## config.mk

```make
export PLATFORM = sky130hd
export DESIGN_NAME = cpu_regfile_mp
export DESIGN_NICKNAME = d
export VERILOG_FILES = /design/src/rtl/cpu_regfile_pkg.sv /design/src/rtl/cpu_regfile_init_seq.sv /design/src/rtl/cpu_regfile_mp.sv
export SDC_FILE = /design/constraint.sdc
export NUM_CORES = 1
export LEC_CHECK = 0
export BUFFER_PORTS_ARGS = -buffer_cell sky130_fd_sc_hd__buf_4
export CORE_UTILIZATION = 50
export DETAILED_ROUTE_END_ITERATION = 6
export MAX_ROUTING_LAYER = met4
export PLACE_DENSITY_LB_ADDON = 0.1
export SKIP_CTS_REPAIR_TIMING = 1
export SYNTH_ARGS = -nofsm -noshare
export SYNTH_HDL_FRONTEND = slang
export SYNTH_HIERARCHICAL = 1
export SYNTH_SLANG_ARGS = --single-unit
```

## constraint.sdc

```tcl
create_clock -name clk -period 7.3 [get_ports clk]
set_input_delay 1.46 -clock clk [delete_from_list [all_inputs] [get_ports clk]]
set_output_delay 1.46 -clock clk [all_outputs]
set_load 0.05 [all_outputs]
```

## src/rtl/cpu_regfile_pkg.sv

```systemverilog
// Shared types and preset contents for the multi-port register file.
// Latency: n/a (types, constants and a pure function only).
// Backpressure: n/a.
package cpu_regfile_pkg;

    typedef enum logic {
        INIT = 1'b0,
        RUN  = 1'b1
    } state_t;

    typedef struct packed {
        int unsigned idx;
        logic [63:0] val;
    } preset_t;

    // Power-on contents; any register not listed here loads zero.
    localparam int PRESET_N = 3;
    localparam preset_t PRESET_TABLE [PRESET_N] = '{
        '{idx: 32'd1, val: 64'd7},
        '{idx: 32'd2, val: 64'd3},
        '{idx: 32'd3, val: 64'd49}
    };

    function automatic logic [63:0] preset_value(input int unsigned index);
        logic [63:0] v;
        v = '0;
        for (int i = 0; i < PRESET_N; i++) begin
            if (PRESET_TABLE[i].idx == index) v = PRESET_TABLE[i].val;
        end
        return v;
    endfunction

endpackage

```

## src/rtl/cpu_regfile_init_seq.sv

```systemverilog
// Preset sequencer: after reset or init_req, emits one preset write per cycle for every register.
// Latency: sweep takes exactly NREG cycles; busy rises the cycle after the reset/request edge.
// Backpressure: none; the sweep cannot be stalled, only restarted by rst.
// Ports: clk, rst (sync, active-high), init_req (ignored while busy),
//        busy/init_we (sweep active), init_addr/init_data (current preset write).
module cpu_regfile_init_seq
    import cpu_regfile_pkg::*;
#(
    parameter int XLEN     = 32,
    parameter int NREG     = 32,
    parameter int ZERO_REG = 1,
    localparam int AW      = $clog2(NREG)
) (
    input  logic            clk,
    input  logic            rst,
    input  logic            init_req,
    output logic            busy,
    output logic            init_we,
    output logic [AW-1:0]   init_addr,
    output logic [XLEN-1:0] init_data
);

    state_t        state;
    logic [AW-1:0] idx;

    always_ff @(posedge clk) begin
        if (rst) begin
            state <= INIT;
            busy  <= 1'b1;
            idx   <= '0;
        end else begin
            case (state)
                INIT: begin
                    idx <= idx + 1'b1;
                    if (idx == AW'(NREG - 1)) begin
                        state <= RUN;
                        busy  <= 1'b0;
                    end
                end
                RUN: begin
                    if (init_req) begin
                        state <= INIT;
                        busy  <= 1'b1;
                        idx   <= '0;
                    end
                end
                default: begin
                    state <= INIT;
                    busy  <= 1'b1;
                    idx   <= '0;
                end
            endcase
        end
    end

    assign init_we   = busy;
    assign init_addr = idx;
    // Register 0 is swept with zero when hardwired, whatever the table says.
    assign init_data = (ZERO_REG != 0 && idx == '0) ? '0 : XLEN'(preset_value(32'(idx)));

endmodule

```

## src/rtl/cpu_regfile_mp.sv

```systemverilog
// Parametrised multi-port register file with optional r0-hardwire, write bypass and preset sweep.
// Latency: reads combinational (zero cycles); writes visible to storage after the clock edge.
// Backpressure: none on ports; while busy, writes and init_req are dropped and reads return 0.
// Ports: raddr/rdata (NRD packed read ports), we/waddr/wdata (NWR packed write ports),
//        init_req (restart preset sweep), busy (sweep running), wr_conflict (sticky same-address dual write).
module cpu_regfile_mp
    import cpu_regfile_pkg::*;
#(
    parameter int XLEN     = 32,
    parameter int NREG     = 32,
    parameter int NRD      = 2,
    parameter int NWR      = 1,
    parameter int ZERO_REG = 1,
    parameter int BYPASS   = 1,
    localparam int AW      = $clog2(NREG)
) (
    input  logic                clk,
    input  logic                rst,
    input  logic [NRD*AW-1:0]   raddr,
    output logic [NRD*XLEN-1:0] rdata,
    input  logic [NWR-1:0]      we,
    input  logic [NWR*AW-1:0]   waddr,
    input  logic [NWR*XLEN-1:0] wdata,
    input  logic                init_req,
    output logic                busy,
    output logic                wr_conflict
);

    logic [XLEN-1:0] regs [NREG];

    logic            init_we;
    logic [AW-1:0]   init_addr;
    logic [XLEN-1:0] init_data;
    logic [NWR-1:0]  wr_en;
    logic            collide;

    cpu_regfile_init_seq #(
        .XLEN     (XLEN),
        .NREG     (NREG),
        .ZERO_REG (ZERO_REG)
    ) u_init_seq (
        .clk       (clk),
        .rst       (rst),
        .init_req  (init_req),
        .busy      (busy),
        .init_we   (init_we),
        .init_addr (init_addr),
        .init_data (init_data)
    );

    // A user write only happens in RUN and not in the cycle that requests a re-init.
    assign wr_en = we & {NWR{~busy & ~init_req}};

    // Higher-numbered ports are applied last so port 1 wins an address collision.
    always_ff @(posedge clk) begin
        if (!rst) begin
            if (init_we) begin
                regs[init_addr] <= init_data;
            end else begin
                for (int j = 0; j < NWR; j++) begin
                    if (wr_en[j] && !(ZERO_REG != 0 && waddr[j*AW +: AW] == '0)) begin
                        regs[waddr[j*AW +: AW]] <= wdata[j*XLEN +: XLEN];
                    end
                end
            end
        end
    end

    if (NWR > 1) begin : g_collide
        assign collide = wr_en[0] && wr_en[1] && (waddr[0 +: AW] == waddr[AW +: AW])
                         && !(ZERO_REG != 0 && waddr[0 +: AW] == '0);
    end else begin : g_no_collide
        assign collide = 1'b0;
    end

    always_ff @(posedge clk) begin
        if (rst) begin
            wr_conflict <= 1'b0;
        end else if (collide) begin
            wr_conflict <= 1'b1;
        end
    end

    for (genvar k = 0; k < NRD; k++) begin : g_rd
        logic [AW-1:0]   ra;
        logic [XLEN-1:0] v;

        assign ra = raddr[k*AW +: AW];

        always_comb begin
            v = regs[ra];
            if (BYPASS != 0) begin
                for (int j = 0; j < NWR; j++) begin
                    if (wr_en[j] && waddr[j*AW +: AW] == ra) v = wdata[j*XLEN +: XLEN];
                end
            end
            // The hardwired zero overrides any bypass hit.
            if (busy || (ZERO_REG != 0 && ra == '0)) v = '0;
        end

        assign rdata[k*XLEN +: XLEN] = v;
    end

endmodule

```

## After elaboration in Yosys (flattened, before gate mapping)

Memories as Yosys holds them, arrays and structs flattened.
Index checks and enable logic that the tools add are counted.

| word-level totals | value |
|---|---|
| flip-flop bits (word level) | 7 |
| bits in latches | 0 |
| memory bits (writable) | 1024 |
| bits in read-only memories | 0 |
| input bits | 51 |
| output and inout bits | 66 |
| word-level logic and storage cells | 56 |
| memories kept | 1 |

| cells by class | value |
|---|---|
| $add $sub $neg | 1 |
| multiply operators | 0 |
| div/mod/pow operators | 0 |
| order comparisons | 0 |
| equal/unequal tests | 8 |
| shift-type cells | 0 |
| mux-type cells | 26 |
| bitwise gates (word level) | 5 |
| reductions and logical operators | 12 |

Memory list:

| memory | words | width | rd ports | clocked after memory_dff | write ports | RTL line | source |
|---|---|---|---|---|---|---|---|
| regs | 32 | 32 | 2 | 0 | 1 | cpu_regfile_mp.sv:29 | `logic [XLEN-1:0] regs [NREG];` |

Operators by type and width:

| cell | number |
|---|---|
| 32-bit two-way mux | 5 |
| 32-bit OR reduction | 1 |
| 5-bit zero test | 4 |
| 1-bit two-way mux | 12 |
| 6-bit two-way mux | 2 |
| 2-bit by 5-bit equality test with 1-bit output, first input constant | 2 |
| 5-bit equality test | 2 |
| 5-bit two-way mux | 2 |
| 5-bit one-hot mux with 2 select lines | 1 |
| 3-bit two-way mux | 2 |
| 5-bit by 1-bit adder with 5-bit output, second input constant | 1 |
| 1-bit by 5-bit equality test with 1-bit output, first input constant | 1 |
| 5-bit equality test, second input constant | 1 |
| 1-bit one-hot mux with 2 select lines | 2 |
| 1-bit logical AND | 3 |
| 1-bit NOT | 3 |
| 1-bit AND | 2 |
| 1-bit logical OR | 2 |
| 2-bit by 1-bit != test with 1-bit output, second input constant | 1 |
| 2-bit != test, second input constant | 1 |
| 2-bit AND reduction | 1 |
| 1-bit zero test | 1 |

## Longest topological paths before layout

Gate-level depths: netlist of run 1.

| depth | value |
|---|---|
| depth in word-level cells | 10 |
| gate-level depth with buffers | 10 |
| gate-level depth less buffers | 5 |

## By module

The synthesis of run 1 kept the hierarchy.

By module, submodules not included:

| module | instances | cells each | area an instance (sq um) | seq. area each (sq um) |
|---|---|---|---|---|
| cpu_regfile_mp | 1 | 2649 | 48789.3 | 30749.5 |
| cpu_regfile_init_seq | 1 | 75 | 658.1 | 140.1 |

## Worst setup path before layout of run 1

Ideal clock, no wire load.

| path | value |
|---|---|
| kind | input to output |
| from | input port raddr[0] |
| to | output port rdata[4] |
| arrival time | 3901 ps |
| required time | 5840 ps |
| path slack | 1939 ps |
| stages | 8 |
| path buffers | 4 |
| cells stage by stage | buf_2 > buf_6 > buf_4 > buf_2 > nor2b_1 > a22o_1 > a2111oi_0 > o31ai_1 |

| on the way | value |
|---|---|
| cells in the longest elaborated chain, start to end | 4 |
| elaborated cells between the ends (all ways) | 7 |
| classes of those cells | eq/ne (1); mux (2); reduce/logical (3); memory (1) |

Ends and longest elaborated chain:

| item | RTL line | source |
|---|---|---|
| start: declaration | cpu_regfile_mp.sv:19 | `input logic [NRD*AW-1:0] raddr,` |
| branches (longest 3 deep; another with memory 32 x 32 bit) | -- |  |
| 32-bit two-way mux (*) | cpu_regfile_mp.sv:98 | `if (busy \|\| (ZERO_REG != 0 && ra == '0)) v = '0;` |
| end: declaration | cpu_regfile_mp.sv:20 | `output logic [NRD*XLEN-1:0] rdata,` |

Every way passes the cells marked *.

## Final worst setup path of run 1

| path | value |
|---|---|
| from | input port raddr[2] |
| to | output port rdata[4] |

The elaborated chain is that of the path after synthesis.

==> results of run 1 <==
==> worst max-delay path by stage <==
| stage | slack (ps) | endpoint | cells past startpoint |
|---|---|---|---|
| finish | 860 | rdata[4] | 6 |
| global placement | 1070 | rdata[62] | 8 |
| global route | 930 | rdata[62] | 8 |
| floorplan | 1940 | rdata[4] | 8 |
| detailed placement | 1140 | rdata[4] | 9 |
| CTS | 1130 | rdata[4] | 9 |
==> flip-flops by register name, indices dropped and copies added, names as in the netlist <==
name	cells
u_init_seq/busy	1
u_init_seq/state	1
u_init_seq/init_addr	5
regs	1024
==> cells in the mapped netlist (6+ instances only) <==
cell type and instances:
sky130_fd_sc_hd__a22o_1 58, sky130_fd_sc_hd__nand3_1 34, sky130_fd_sc_hd__a2111oi_0 22, sky130_fd_sc_hd__nor2b_1 9, sky130_fd_sc_hd__buf_4 61, sky130_fd_sc_hd__o22ai_1 19, sky130_fd_sc_hd__a22oi_1 61, sky130_fd_sc_hd__nor2_1 45
sky130_fd_sc_hd__o211ai_1 34, sky130_fd_sc_hd__mux4_2 385, sky130_fd_sc_hd__edfxtp_1 1024, sky130_fd_sc_hd__o211a_1 31, sky130_fd_sc_hd__nand2_1 70, sky130_fd_sc_hd__clkbuf_1 85, sky130_fd_sc_hd__buf_1 11, sky130_fd_sc_hd__a211oi_1 14
sky130_fd_sc_hd__buf_6 8, sky130_fd_sc_hd__nand2b_1 6, sky130_fd_sc_hd__dfxtp_1 7, sky130_fd_sc_hd__xnor2_1 7, sky130_fd_sc_hd__mux2i_1 283, sky130_fd_sc_hd__buf_2 90, sky130_fd_sc_hd__a21oi_1 93, sky130_fd_sc_hd__a221o_1 31
sky130_fd_sc_hd__inv_1 7, sky130_fd_sc_hd__mux2_2 70, sky130_fd_sc_hd__a221oi_1 35, sky130_fd_sc_hd__o221ai_1 43
==> report_power, final <==
group          total [W]  internal, W  switching [W]
Combinational    0.00106     0.000405       0.000657
Sequential       0.00659      0.00657      0.0000226
Clock            0.00566      0.00332        0.00234
Total             0.0133       0.0103        0.00302
==> stage by stage <==
stage                     power, W  util [%]  worst slack [ps]
after global routing        0.0136      57.1               930
final                       0.0133      57.1               856
after detailed placement   0.00777      53.3              1140
after floorplan            0.00741         -              1940
after CTS                   0.0133      57.0              1130
after global placement     0.00775      53.3              1070
==> critical path: stages <==
cell	delay [ps]
sky130_fd_sc_hd__buf_4	520
sky130_fd_sc_hd__and2_2	800
sky130_fd_sc_hd__buf_4	500
sky130_fd_sc_hd__a2111oi_2	190
sky130_fd_sc_hd__o31ai_1	1100
sky130_fd_sc_hd__buf_4	370
==> per-layer routing <==
layer	share of wire [%]	GRT usage, %	vias to the layer above
met2	48	51.6	1739
met1	39	43.5	16187
met4	4.2	13.2	0
li1	-	-	11832
met5	0	-	-
met3	8.8	5.12	366
==> layout make-up <==
type / instances / area [um2] / area share, %
timing repair buffer: 205 / 1780 / 3.20
clock inverter: 69 / 779 / 1.40
multi-input combinational: 1457 / 17600 / 31.7
clock buffer: 129 / 2820 / 5.09
antenna: 1 / 2.50 / 0.00451
inverter: 7 / 26.3 / 0.0473
tap: 1276 / 1600 / 2.88
sequential: 1031 / 30900 / 55.7
==> kinds of logic (layout without fill, tap and decap cells) <==
logic type	Yosys count	after routing	synth area share (%)
buffers and inverters	262	410	2.80
other	2	29	0.0152
xor gates and xnor gates	11	11	0.195
DFF	1031	1031	62.5
adders and majority gates	5	5	0.127
muxes	740	740	24.9
and+or+nand+nor	203	203	2.04
AOI/OAI and AO/OA	470	470	7.44
==> metrics.txt, run 1 <==
# TYPE chip_impl_metric gauge
chip_impl_info{name="crit-reg2reg-capture",value="regs[12][2]$_DFFE_PP_"} 1
chip_impl_metric{name="post_synth.cell_area_avg",unit="um2"} 18.2
chip_impl_info{name="clock_tree_from_tritoncts",value="yes"} 1
chip_impl_metric{name="postSynthCellCount",unit=""} 2724
chip_impl_metric{name="initial_utilization",unit="%"} 50.8
chip_impl_metric{name="antenna_found_initial",unit=""} 3
chip_impl_info{name="holdCritPathClass",value="flop to flop"} 1
chip_impl_metric{name="fin_crit_sh",unit="%"} 88.3
chip_impl_metric{name="die-height",unit="um"} 316
chip_impl_info{name="hold-path-endpoint",value="u_init_seq/init_addr[4]$_SDFFE_PP0P_"} 1
chip_impl_metric{name="nNetsFinal",unit=""} 2866
chip_impl_info{name="regToRegStartpoint",value="u_init_seq/busy$_SDFFE_PP1P_"} 1
chip_impl_metric{name="drt_first_iter_violations",unit=""} 3800
chip_impl_metric{name="ys_seq_elements",unit=""} 1031
chip_impl_info{name="crit_path_start_kind",value="input port"} 1
chip_impl_info{name="hold_start",value="u_init_seq/init_addr[4]$_SDFFE_PP0P_"} 1
chip_impl_info{name="status",value="finished, final reports clean"} 1
chip_impl_metric{name="reg2regPathDepth",unit=""} 7
chip_impl_metric{name="report.final.slew_viol_count",unit=""} 0
chip_impl_metric{name="relSlewSlack",unit="%"} 4.69
chip_impl_metric{name="p_per_area",unit="nW/um2"} 240
chip_impl_metric{name="grt-ovfl-total",unit=""} 0
chip_impl_metric{name="vias_cell",unit=""} 7.22
chip_impl_metric{name="place_area",unit="um2"} 51900
chip_impl_metric{name="drc",unit=""} 0
chip_impl_metric{name="static-leakage-power",unit="nW"} 18.5
chip_impl_metric{name="max-clock-path-buffers",unit=""} 3
chip_impl_metric{name="grt_pass1_vias",unit=""} 30205
chip_impl_info{name="post-synth-top-area-cell",value="sky130_fd_sc_hd__edfxtp_1"} 1
chip_impl_metric{name="stdcell_area",unit="um2"} 55500
chip_impl_metric{name="worst_skew_pair.late_latency",unit="ps"} 700
chip_impl_metric{name="hold_slack",unit="ps"} 649
chip_impl_metric{name="fp.dieArea",unit="um2"} 100000
chip_impl_metric{name="yosys.cell_types.count",unit=""} 70
chip_impl_metric{name="cts_inserted_buffers",unit=""} 108
chip_impl_metric{name="placement_rows",unit=""} 114
chip_impl_metric{name="die_x",unit="um"} 316
chip_impl_info{name="rsz0062_at_grt",value="false"} 1
chip_impl_metric{name="cp_data_required_time",unit="ps"} 5840
chip_impl_metric{name="maximum_number_of_pins_on_one_net_before_global_route_repair",unit=""} 98
chip_impl_metric{name="grt.total_usage",unit="%"} 33.0
chip_impl_metric{name="reg2reg_setup_slack",unit="ps"} 2780
chip_impl_metric{name="routed-via-count",unit=""} 30124
chip_impl_metric{name="setup_tns",unit="ps"} 0
chip_impl_metric{name="coreArea",unit="um2"} 97300
chip_impl_metric{name="stdcell_count",unit=""} 4175
chip_impl_metric{name="placed_cells_incl_taps",unit=""} 3976
chip_impl_metric{name="routed_wirelength",unit="um"} 159000
chip_impl_info{name="end_kind",value="output pin"} 1
chip_impl_metric{name="final.setup_skew",unit="ps"} 23.4
chip_impl_info{name="setup.worst_path.start",value="raddr[2]"} 1
chip_impl_metric{name="syn_area",unit="um2"} 49400
chip_impl_metric{name="synthToLayoutAreaGrowth",unit="%"} 12.2
chip_impl_metric{name="pin_count",unit=""} 117
chip_impl_metric{name="yosys_warnings",unit=""} 6
chip_impl_info{name="crit_type",value="input port to output pin"} 1
chip_impl_metric{name="synth-edff-count",unit=""} 1024
chip_impl_metric{name="place.gp.congestion",unit=""} 0.846
chip_impl_metric{name="asyncSetResetFlopFracSynth",unit="%"} 0
chip_impl_metric{name="vdd_drop_max",unit="mV"} 0.174
chip_impl_metric{name="final.min_clock_period",unit="ps"} 6440
chip_impl_metric{name="netlist.area_leader.share",unit="%"} 62.2
chip_impl_metric{name="cts.clk_slew.worst_paths",unit="ps"} 60
chip_impl_metric{name="layout-drive-gt1-share",unit="%"} 30.6
chip_impl_metric{name="synth.yosys.seq_area_share",unit="%"} 62.5
chip_impl_info{name="layout.cells.most_common_list",value="1,024 x sky130_fd_sc_hd__edfxtp_1, 385 x sky130_fd_sc_hd__mux4_2, 283 x sky130_fd_sc_hd__mux2i_1"} 1
chip_impl_metric{name="route.detailed.wl_per_inst",unit="um"} 38.1
chip_impl_info{name="cts-root-buf",value="sky130_fd_sc_hd__clkbuf_16"} 1
chip_impl_metric{name="port-buffer-count",unit=""} 115
chip_impl_metric{name="clk_sinks",unit=""} 1031
chip_impl_info{name="synthTopCellsByArea",value="sky130_fd_sc_hd__edfxtp_1 62%, sky130_fd_sc_hd__mux4_2 18%, sky130_fd_sc_hd__mux2i_1 5.7%, sky130_fd_sc_hd__mux2_2 1.6%, sky130_fd_sc_hd__a22o_1 1.0%"} 1
chip_impl_metric{name="crit_arrival",unit="ps"} 4980
chip_impl_metric{name="drt.antenna.violating_nets",unit=""} 0
chip_impl_metric{name="dp.final_hpwl",unit="um"} 91800
chip_impl_metric{name="max-cap-violations",unit=""} 0
chip_impl_metric{name="max_h_tree_level",unit=""} 3
chip_impl_metric{name="nFillCells",unit=""} 7262
chip_impl_metric{name="worst-path-max-fanout",unit=""} 41
chip_impl_metric{name="drt-pass1-iter-count",unit=""} 6
chip_impl_metric{name="final_hold_viol_count",unit=""} 0
chip_impl_info{name="most_frequent_standard_cell_in_the_layout_excluding_fill_and_tap_cells",value="sky130_fd_sc_hd__edfxtp_1"} 1
chip_impl_metric{name="max_freq",unit="MHz"} 155
chip_impl_metric{name="grt_first_pass_wirelength",unit="um"} 225000
chip_impl_metric{name="min_delay_path_depth",unit=""} 2
chip_impl_info{name="predominant_post_synthesis_flop_cell",value="sky130_fd_sc_hd__edfxtp_1"} 1
chip_impl_metric{name="worst_slew_pin_slew",unit="ps"} 1430
chip_impl_metric{name="finalSetupViolCount",unit=""} 0
Power figures use the tool's default switching activity.
==> run 2, diff against run 1 <==
Settings changed: CORE_MARGIN set to 2.
==> run 2 against run 1 <==
Setup slack gained 290 ps. Via count grew 0.53%. Worst hold slack lost 2.1 ps. Die area grew 1.3%. Critical path type unchanged. Non-clock buffer count grew 11. Clock skew shrank 2.9 ps. Utilization shrank 0.55 points. Combinational power is essentially flat. Clock power shrank 3%. Flip-flop and latch count is the same. Register-to-register slack gained 190 ps.
==> metrics.txt, run 2 (synthesis results as in run 1) <==
# TYPE chip_impl_metric gauge
chip_impl_metric{name="static-leakage-power",unit="nW"} 18.5
chip_impl_metric{name="nFillCells",unit=""} 7412
chip_impl_metric{name="stdcell_count",unit=""} 4202
chip_impl_metric{name="pin_count",unit=""} 117
chip_impl_metric{name="worstPathBufferInverterCount",unit=""} 2
chip_impl_metric{name="drt_first_iter_violations",unit=""} 4257
chip_impl_metric{name="die_x",unit="um"} 318
chip_impl_metric{name="worst_slew_pin_slew",unit="ps"} 1260
chip_impl_metric{name="relSlewSlack",unit="%"} 15.9
chip_impl_metric{name="fin_crit_sh",unit="%"} 84.3
chip_impl_metric{name="maximum_number_of_pins_on_one_net_before_global_route_repair",unit=""} 126
chip_impl_metric{name="final_hold_viol_count",unit=""} 0
chip_impl_metric{name="coreArea",unit="um2"} 98100
chip_impl_metric{name="crit_arrival",unit="ps"} 4700
chip_impl_info{name="most_frequent_standard_cell_in_the_layout_excluding_fill_and_tap_cells",value="sky130_fd_sc_hd__edfxtp_1"} 1
chip_impl_info{name="hold_start",value="u_init_seq/init_addr[3]$_SDFFE_PP0P_"} 1
chip_impl_info{name="critical-path-top-delay-family",value="compound AO/OA/AOI/OAI gates"} 1
chip_impl_metric{name="routed-via-count",unit=""} 30285
chip_impl_metric{name="clockPowerShare",unit="%"} 41.7
chip_impl_metric{name="p_per_area",unit="nW/um2"} 237
chip_impl_metric{name="cp_data_required_time",unit="ps"} 5840
chip_impl_metric{name="internal-power",unit="W"} 0.0101
chip_impl_metric{name="finalSetupViolCount",unit=""} 0
chip_impl_metric{name="final_core_util",unit="%"} 56.5
chip_impl_metric{name="worst-path-max-fanout",unit=""} 31
chip_impl_metric{name="multi_input_comb_area",unit="um2"} 17600
chip_impl_metric{name="layout-drive-gt1-share",unit="%"} 30.5
chip_impl_metric{name="place.gp.congestion",unit=""} 0.852
chip_impl_metric{name="grt.total_usage",unit="%"} 32.8
chip_impl_metric{name="critical-path-max-stage-delay",unit="ps"} 930
chip_impl_metric{name="initial_utilization",unit="%"} 50.4
chip_impl_metric{name="drt-pass1-iter-count",unit=""} 6
chip_impl_info{name="cts-root-buf",value="sky130_fd_sc_hd__clkbuf_16"} 1
chip_impl_metric{name="power.share.sequential",unit="%"} 50.2
chip_impl_metric{name="vias_cell",unit=""} 7.21
chip_impl_metric{name="route.detailed.wl_per_inst",unit="um"} 38.5
chip_impl_metric{name="grt_first_pass_wirelength",unit="um"} 229000
chip_impl_metric{name="reg2reg_setup_slack",unit="ps"} 2970
chip_impl_metric{name="synthToLayoutAreaGrowth",unit="%"} 12.1
chip_impl_info{name="clock_tree_from_tritoncts",value="yes"} 1
chip_impl_metric{name="stdcell_area",unit="um2"} 55500
chip_impl_metric{name="area.sequential",unit="um2"} 30900
chip_impl_metric{name="cts.clk_slew.worst_paths",unit="ps"} 60
chip_impl_info{name="path_cells",value="buf_4 > or3_2 > o22ai_1 > a2111oi_0 > a21oi_1 > a22o_1 > buf_4"} 1
chip_impl_metric{name="antenna_found_initial",unit=""} 5
chip_impl_metric{name="die-height",unit="um"} 318
chip_impl_metric{name="port-buffer-count",unit=""} 115
chip_impl_metric{name="drc",unit=""} 0
chip_impl_metric{name="place_area",unit="um2"} 52000
chip_impl_metric{name="nNetsFinal",unit=""} 2877
chip_impl_info{name="crit_path_start_kind",value="input port"} 1
chip_impl_metric{name="switching_share",unit="%"} 22.9
chip_impl_info{name="layout.cells.most_common_list",value="1,024 x sky130_fd_sc_hd__edfxtp_1, 385 x sky130_fd_sc_hd__mux4_2, 283 x sky130_fd_sc_hd__mux2i_1"} 1
chip_impl_metric{name="max-clock-path-buffers",unit=""} 3
chip_impl_info{name="crit_type",value="input port to output pin"} 1
chip_impl_metric{name="worst_skew_pair.late_latency",unit="ps"} 690
chip_impl_metric{name="final.setup_skew",unit="ps"} 20.5
chip_impl_metric{name="max_h_tree_level",unit=""} 3
chip_impl_metric{name="dp.final_hpwl",unit="um"} 93600
chip_impl_metric{name="total_switching_power",unit="W"} 0.00301
chip_impl_metric{name="power.share.combinational",unit="%"} 8.1
chip_impl_info{name="regMostFlops",value="regs"} 1
chip_impl_metric{name="grt-ovfl-total",unit=""} 0
chip_impl_metric{name="setup_tns",unit="ps"} 0
chip_impl_info{name="critPathSlowestCell",value="sky130_fd_sc_hd__or3_2"} 1
chip_impl_info{name="critical_path.most_common_cell",value="sky130_fd_sc_hd__buf_4"} 1
chip_impl_metric{name="fp.dieArea",unit="um2"} 101000
chip_impl_metric{name="routed_wirelength",unit="um"} 162000
chip_impl_metric{name="vdd_drop_max",unit="mV"} 0.205
chip_impl_metric{name="finalPower",unit="W"} 0.0131
chip_impl_metric{name="report.final.slew_viol_count",unit=""} 0
chip_impl_info{name="setup.worst_path.start",value="raddr[2]"} 1
chip_impl_metric{name="max-cap-violations",unit=""} 0
chip_impl_info{name="end_kind",value="output pin"} 1
chip_impl_metric{name="max_freq",unit="MHz"} 162
chip_impl_metric{name="final.min_clock_period",unit="ps"} 6160
chip_impl_metric{name="largest_register_ffs",unit=""} 1024
chip_impl_metric{name="drt.antenna.violating_nets",unit=""} 0
chip_impl_info{name="rsz0062_at_grt",value="false"} 1
chip_impl_info{name="regToRegStartpoint",value="u_init_seq/busy$_SDFFE_PP1P_"} 1
chip_impl_metric{name="placement_rows",unit=""} 115
chip_impl_metric{name="placed_cells_incl_taps",unit=""} 3998
chip_impl_info{name="holdCritPathClass",value="flop to flop"} 1
chip_impl_metric{name="grt_pass1_vias",unit=""} 30400
chip_impl_metric{name="cts_inserted_buffers",unit=""} 108
chip_impl_metric{name="clk_sinks",unit=""} 1031
chip_impl_info{name="status",value="finished, final reports clean"} 1
[run 2: cell count changes in the layout (fill, tap and decap cells not counted), moves of 2 or more]
cell / change
sky130_fd_sc_hd__buf_4: +12
sky130_fd_sc_hd__clkinvlp_4: -3
sky130_fd_sc_hd__diode_2: +6
sky130_fd_sc_hd__clkbuf_1: -3
sky130_fd_sc_hd__clkinv_1: +11
sky130_fd_sc_hd__bufinv_16: -5
sky130_fd_sc_hd__clkinv_2: +2
[run 2: worst paths after layout]
check                                                            end  cells past startpoint
worst max register to register                 regs[24][2]$_DFFE_PP_                      7
worst min register to register  u_init_seq/init_addr[3]$_SDFFE_PP0P_                      2
worst max-delay path                                       rdata[25]                      7
worst min-delay path            u_init_seq/init_addr[3]$_SDFFE_PP0P_                      2
[run 2: worst reg2reg max path, stage by stage (launching register included)]
cell and delay (ps):
sky130_fd_sc_hd__dfxtp_1 790, sky130_fd_sc_hd__nor2_1 290, sky130_fd_sc_hd__o211ai_4 180, sky130_fd_sc_hd__buf_4 750
sky130_fd_sc_hd__o2bb2ai_1 240, sky130_fd_sc_hd__nand2_1 300, sky130_fd_sc_hd__nor2_4 740, sky130_fd_sc_hd__buf_4 660
[run 2: through the flow]
step                      hold slack, ps  setup WS (ps)
final                                647           1140
after floorplan                      488           1940
after global placement               605           1250
after CTS                            637           1270
after detailed placement             626           1260
after global routing                 678           1140
[run 2: cell type report]
class                   instances  area share [%]
inverters                       7          0.0474
repair buffers                216            3.33
well taps                    1287            2.90
flip-flops and latches       1031            55.7
diodes                          7          0.0316
multi-input cells            1457            31.7
clock inverters                70            1.13
clock buffers                 127            5.12
[run 2: power by group through the flow]
stage               registers, W  logic (W)  clock network [W]
floorplan                0.00670   0.000709                  0
global placement         0.00671    0.00104                  0
detailed placement       0.00671    0.00106                  0
CTS                      0.00659    0.00106            0.00552
global route             0.00659    0.00112            0.00575
finish                   0.00659    0.00107            0.00548
[run 2: layer usage]
layer | share of wire (%) | wire length, um | track usage (%)
met5 | 0 | 0 | -
met4 | 3.8 | 6130 | 11.8
met3 | 9.4 | 15300 | 5.62
met2 | 48 | 78400 | 51.7
met1 | 38 | 62100 | 43.2
